===== src/rtl/ie_alu_arbiter.sv =====
// Round-robin arbiter/sequencer sharing one execute-stage operand path and ALU
// among NUM_CORES requesters; returns each result with a one-cycle response pulse.
module ie_alu_arbiter #(
   parameter int unsigned NUM_CORES = 4,
   parameter int unsigned AW        = 11,
   parameter int unsigned TIMEOUT   = 16
) (
   input  logic                   clk,
   input  logic                   rst,
   input  logic [NUM_CORES-1:0]    req,
   input  logic [NUM_CORES*32-1:0] req_rs1,
   input  logic [NUM_CORES*32-1:0] req_rs2,
   input  logic [NUM_CORES*AW-1:0] req_pc,
   input  logic [NUM_CORES-1:0]    req_sel,
   input  logic [NUM_CORES*4-1:0]  req_op,
   output logic [NUM_CORES-1:0]    grant,
   output logic [31:0]             exe_rs1_value,
   output logic [AW-1:0]           exe_inst_addr,
   output logic                    exe_sel,
   output logic                    exe_en,
   output logic [31:0]             exe_rs2_value,
   output logic [3:0]              exe_op,
   output logic                    alu_start,
   input  logic                    alu_done,
   input  logic [31:0]             alu_result,
   output logic [NUM_CORES-1:0]    resp_valid,
   output logic [31:0]             resp_data,
   output logic                    resp_err
);

   localparam int unsigned IW  = $clog2(NUM_CORES);
   localparam int unsigned CW  = $clog2(TIMEOUT);
   localparam int unsigned DW  = 32;
   localparam int unsigned OPW = 4;

   typedef enum logic [1:0] {S_IDLE, S_ISSUE, S_WAIT, S_RESP} state_e;

   state_e               state_q, state_d;
   logic [IW-1:0]        last_q, last_d, gidx_q, gidx_d;
   logic [CW-1:0]        cnt_q, cnt_d;
   logic [NUM_CORES-1:0] grant_q, grant_d, resp_valid_q, resp_valid_d;
   logic [DW-1:0]        rs1_q, rs1_d, rs2_q, rs2_d, resp_data_q, resp_data_d;
   logic [AW-1:0]        pc_q, pc_d;
   logic [OPW-1:0]       op_q, op_d;
   logic                 sel_q, sel_d, en_q, en_d, start_q, start_d, err_q, err_d;

   logic                 pick_vld_c;
   logic [IW-1:0]        pick_idx_c;
   int unsigned          idx_c;
   logic [DW-1:0]        mux_rs1_c, mux_rs2_c;
   logic [AW-1:0]        mux_pc_c;
   logic [OPW-1:0]       mux_op_c;
   logic                 mux_sel_c;

   // First requester after the last granted index, wrapping around
   always_comb begin
      pick_vld_c = 1'b0;
      pick_idx_c = '0;
      idx_c      = 0;
      for (int unsigned k = 1; k <= NUM_CORES; k++) begin
         idx_c = 32'(last_q) + k;
         if (idx_c >= NUM_CORES) idx_c = idx_c - NUM_CORES;
         if (!pick_vld_c && req[IW'(idx_c)]) begin
            pick_vld_c = 1'b1;
            pick_idx_c = IW'(idx_c);
         end
      end
   end

   // Operand select for the winning core
   always_comb begin
      mux_rs1_c = '0;
      mux_rs2_c = '0;
      mux_pc_c  = '0;
      mux_op_c  = '0;
      mux_sel_c = 1'b0;
      for (int unsigned i = 0; i < NUM_CORES; i++) begin
         if (pick_idx_c == IW'(i)) begin
            mux_rs1_c = req_rs1[DW*i +: DW];
            mux_rs2_c = req_rs2[DW*i +: DW];
            mux_pc_c  = req_pc[AW*i +: AW];
            mux_op_c  = req_op[OPW*i +: OPW];
            mux_sel_c = req_sel[i];
         end
      end
   end

   // Next-state and registered-output logic
   always_comb begin
      state_d      = state_q;
      last_d       = last_q;
      gidx_d       = gidx_q;
      cnt_d        = cnt_q;
      grant_d      = grant_q;
      rs1_d        = rs1_q;
      rs2_d        = rs2_q;
      pc_d         = pc_q;
      op_d         = op_q;
      sel_d        = sel_q;
      resp_valid_d = '0;
      resp_data_d  = '0;
      err_d        = 1'b0;
      start_d      = 1'b0;
      en_d         = 1'b0;
      case (state_q)
         S_IDLE: begin
            if (pick_vld_c) begin
               state_d             = S_ISSUE;
               gidx_d              = pick_idx_c;
               grant_d             = '0;
               grant_d[pick_idx_c] = 1'b1;
               rs1_d               = mux_rs1_c;
               rs2_d               = mux_rs2_c;
               pc_d                = mux_pc_c;
               op_d                = mux_op_c;
               sel_d               = mux_sel_c;
               start_d             = 1'b1;
               en_d                = 1'b1;
            end
         end
         S_ISSUE: begin
            cnt_d = '0;
            if (alu_done) begin
               state_d      = S_RESP;
               resp_valid_d = grant_q;
               resp_data_d  = alu_result;
            end else begin
               state_d = S_WAIT;
               en_d    = 1'b1;
            end
         end
         S_WAIT: begin
            if (alu_done) begin
               state_d      = S_RESP;
               resp_valid_d = grant_q;
               resp_data_d  = alu_result;
            end else if (cnt_q == CW'(TIMEOUT - 1)) begin
               // Abort: respond with zero data and the error flag
               state_d      = S_RESP;
               resp_valid_d = grant_q;
               err_d        = 1'b1;
            end else begin
               cnt_d = cnt_q + 1'b1;
               en_d  = 1'b1;
            end
         end
         S_RESP: begin
            state_d = S_IDLE;
            last_d  = gidx_q;
            grant_d = '0;
         end
         default: state_d = S_IDLE;
      endcase
   end

   always_ff @(posedge clk) begin
      if (rst) begin
         state_q      <= S_IDLE;
         last_q       <= IW'(NUM_CORES - 1);
         gidx_q       <= '0;
         cnt_q        <= '0;
         grant_q      <= '0;
         rs1_q        <= '0;
         rs2_q        <= '0;
         pc_q         <= '0;
         op_q         <= '0;
         sel_q        <= 1'b0;
         en_q         <= 1'b0;
         start_q      <= 1'b0;
         resp_valid_q <= '0;
         resp_data_q  <= '0;
         err_q        <= 1'b0;
      end else begin
         state_q      <= state_d;
         last_q       <= last_d;
         gidx_q       <= gidx_d;
         cnt_q        <= cnt_d;
         grant_q      <= grant_d;
         rs1_q        <= rs1_d;
         rs2_q        <= rs2_d;
         pc_q         <= pc_d;
         op_q         <= op_d;
         sel_q        <= sel_d;
         en_q         <= en_d;
         start_q      <= start_d;
         resp_valid_q <= resp_valid_d;
         resp_data_q  <= resp_data_d;
         err_q        <= err_d;
      end
   end

   assign grant         = grant_q;
   assign exe_rs1_value = rs1_q;
   assign exe_rs2_value = rs2_q;
   assign exe_inst_addr = pc_q;
   assign exe_op        = op_q;
   assign exe_sel       = sel_q;
   assign exe_en        = en_q;
   assign alu_start     = start_q;
   assign resp_valid    = resp_valid_q;
   assign resp_data     = resp_data_q;
   assign resp_err      = err_q;

endmodule


===== config.mk =====
export PLATFORM = sky130hd
export DESIGN_NAME = ie_alu_arbiter
export DESIGN_NICKNAME = d
export VERILOG_FILES = /design/src/rtl/ie_alu_arbiter.sv
export SDC_FILE = /design/constraint.sdc
export NUM_CORES = 1
export LEC_CHECK = 0
export BUFFER_PORTS_ARGS = -buffer_cell sky130_fd_sc_hd__buf_2
export CORE_AREA = 5 5 184 186
export CTS_BUF_LIST = sky130_fd_sc_hd__clkbuf_8
export DETAILED_ROUTE_END_ITERATION = 12
export DIE_AREA = 0 0 189 191
export PLACE_DENSITY = 0.49
export REMOVE_ABC_BUFFERS = 1
export SLEW_MARGIN = 10
export SYNTH_ARGS = -nofsm -noshare
export SYNTH_HDL_FRONTEND = slang
export SYNTH_SLANG_ARGS = --single-unit
export TNS_END_PERCENT = 1

===== constraint.sdc =====
create_clock -name clk -period 2.5 [get_ports clk]
set_clock_uncertainty 0.05 [all_clocks]
set_input_delay 0.5 -clock clk [delete_from_list [all_inputs] [get_ports clk]]
set_output_delay 0.5 -clock clk [all_outputs]
set_load 0.02 [all_outputs]

==> metrics.txt <==
status=completed; final worst slack=376.2 ps; Top delay family on crit path=buffers and inverters; Final Hold Fails=0; Rel. slew slack=65.39%; # diodes=0; Cell Pwr Density=946.3 nW/um^2; Clk pin slew, worst setup/hold paths=100 ps; fraction of layout cells with a size suffix above 1=48.49%; Total Wirelength=26810 microns; largest net degree at the start of global routing=62; Fin Hold WS=197.7 ps; hold_buf cts=0; critical path peak fanout=20; mean area per synthesized cell=9.977 sq um; post-CTS setup buffers=0; crit end category=flip-flop; Non-Filler Instances=1536; GP Congestion=approximately 0.78; Least-Margin Pin Slew=519.2 ps; WP buf/inv=3; P&R area growth vs syn=51.50%; Placement Rows=66; Design Area, Final=9824 sq um; DP HPWL=21400 microns; CTS tree=built; Die ar.=~36000 sq um; H-tree depth=4; number of placed cells counting well taps=1504; LEAKAGE=4.799 nW; Post-CTS Resized=0; Worst Path Required=about 2800 ps; Post-Syn Instances=650; final core utilization=a little under a third; height of the die=191 microns; DRT antenna net count=0; Worst Setup Path Type=reg2reg; port bufs=481; vias=approximately 6900; fin crit period=between 2000 and 2500 ps; clock latency on the worst-skew pair=440 ps; MaxCap Viol Count=0; initial antenna violation count=1; final net count=1480; drt drc=0; placed cell area=9419 sq um; drt via density=between 4 and 5; vias in the first global route=7151; Final setup viols=0; Clock Path Buffers=2; final count of pins violating max slew=0; Yosys warnings=0; RSZ-0062 raised after global routing=false; setup TNS=0 ps; Avg WL per Cell=17.45 microns; root buffer cell=clkbuf_8; CP max-delay cell=nor2b_2; Tot Pwr=between 9 and 10 mW; worst vdd ir=approximately 0.36 mV; CP Cell Sequence=inv_1 > ha_1 > nor2b_2 > buf_4 > buf_4 > nor2_1 > a2111oi_1; Unique masters post-synth=43; chip width=roughly 190 microns; Boundary Pins=between 400 and 500; arrival time worst endpoint=2400 ps; Synth Register Bits=~130; Worst setup SP type=flip-flop; DP Worst Slack=144.7 ps; Pre-antenna DRT Iters=4; Tcrit/Tclk final=84.95%; Tot GR Track Use=between 10 and 15%; clk sinks=~130; starting density of the core=roughly a fifth; first-pass GRT wire length=40550 microns; slowest cell delay on critical path=360 ps; TritonCTS buffer count=17; Seq/Total Area, Yosys=about two fifths; most numerous cell on the critical path=buf_4; grt total ovfl=0; cell area after synthesis=6485 sq um; total core area=between 30000 and 40000 sq um; FMAX=0.4709 GHz; Hold WC Path Type=in2reg; DRT iter0 DRCs=156
[worst register-to-register path, stage by stage, from the launching register on]
cell	delay [ps]
dfxtp_1	340
inv_1	140
ha_1	240
nor2b_2	360
buf_4	200
buf_4	270
nor2_1	80
a2111oi_1	350
[kinds of logic after synthesis]
| kind of cell | count (synthesis) | share of synthesized area (%) |
|---|---|---|
| DFF | 133 | 41.06 |
| AOI/OAI and AO/OA | 125 | 16.32 |
| xor gates and xnor gates | 2 | 0.2702 |
| muxes | 138 | 21.30 |
| buffers and inverters | 60 | 4.611 |
| adders and majority gates | 6 | 1.158 |
| and+or+nand+nor | 186 | 15.28 |
[layer usage]
layer  vias up  wire length, microns  global-route usage, %
met5         -                    20                      0
met3        24                  2282                  4.858
met4         2                   384                  3.615
li1       3385                     -                      -
met1      3185                 10660                  15.95
met2       328                 13460                  25.48
[final timing paths]
kind	from	end	slack [ps]	cells past startpoint
max	state_q[0]$_SDFFE_PP0P_	exe_inst_addr[0]$_SDFFE_PP0P_	380	7
min	alu_result[26]	resp_data[26]$_SDFF_PP0_	200	2
max reg2reg	state_q[0]$_SDFFE_PP0P_	exe_inst_addr[0]$_SDFFE_PP0P_	380	7
min reg2reg	exe_rs2_value[14]$_SDFFE_PP0P_	exe_rs2_value[14]$_SDFFE_PP0P_	410	2
[registers in the layout, indices dropped and copies added (netlist names)]
signal and flops:
exe_rs2_value 32, exe_en 1, state_q 2, exe_inst_addr 11, grant 4, last_q 2
resp_err 1, resp_valid 4, resp_data 32, gidx_q 2, exe_sel 1, cnt_q 4
alu_start 1, exe_rs1_value 32, exe_op 4
[final cells by class]
class / instances / area (sq um)
clock buffer: 18 / 247.7
clock inverter: 14 / 157.7
fill: 3500 / 22300
inverter: 3 / 11.26
multi-input combinational: 457 / 3550
sequential: 133 / 2663
tap: 408 / 510.5
timing repair buffer: 503 / 2685
[synthesized netlist by cell type, drive strengths merged]
cell type	instances	area share, %
mux2i	138	21
dfxtp	133	41
nand2	65	3.8
o221ai	58	7.8
and2	38	3.7
nor2	32	1.9
clkbuf	31	1.8
buf	26	2.6
a211oi	24	2.8
a2111oi	23	3.5
nor4b	22	3.0
nand2b	9	0.87
a21oi	7	0.60
ha	6	1.2
nor3	6	0.62
inv	3	0.17
nor2b	3	0.29
o21ai	3	0.29
or3	3	0.29
a211o	2	0.27
a32oi	2	0.27
nand3	2	0.15
xor2	2	0.27
a21boi	1	0.17
a22oi	1	0.12
a311oi	1	0.14
and3b	1	0.14
nand3b	1	0.12
nand4	1	0.097
nor3b	1	0.12
nor4	1	0.19
o211a	1	0.15
o211ai	1	0.12
o22ai	1	0.097
or4b	1	0.15
[cell usage in the layout, fill, tap and decap left out, types with 3 or more instances in the layout]
cell type and n:
clkinv_4 4, nand2_1 65, o221ai_1 58, a211oi_1 24, nor2_1 31, a21oi_1 6, buf_12 9, dfxtp_1 133
nand2b_1 9, inv_8 6, and2_1 38, nor3_1 4, inv_1 3, mux2i_1 138, ha_1 6, buf_2 481
buf_4 13, clkbuf_8 18, a2111oi_1 20, a2111oi_0 3, nor4b_1 22
[power breakdown]
part / switching, mW / internal [mW]
combinational: 2.60 / 1.68
clock: 1.02 / 0.865
sequential: 0.334 / 2.80
total: 3.95 / 5.34
Power figures use the tool's default switching activity.
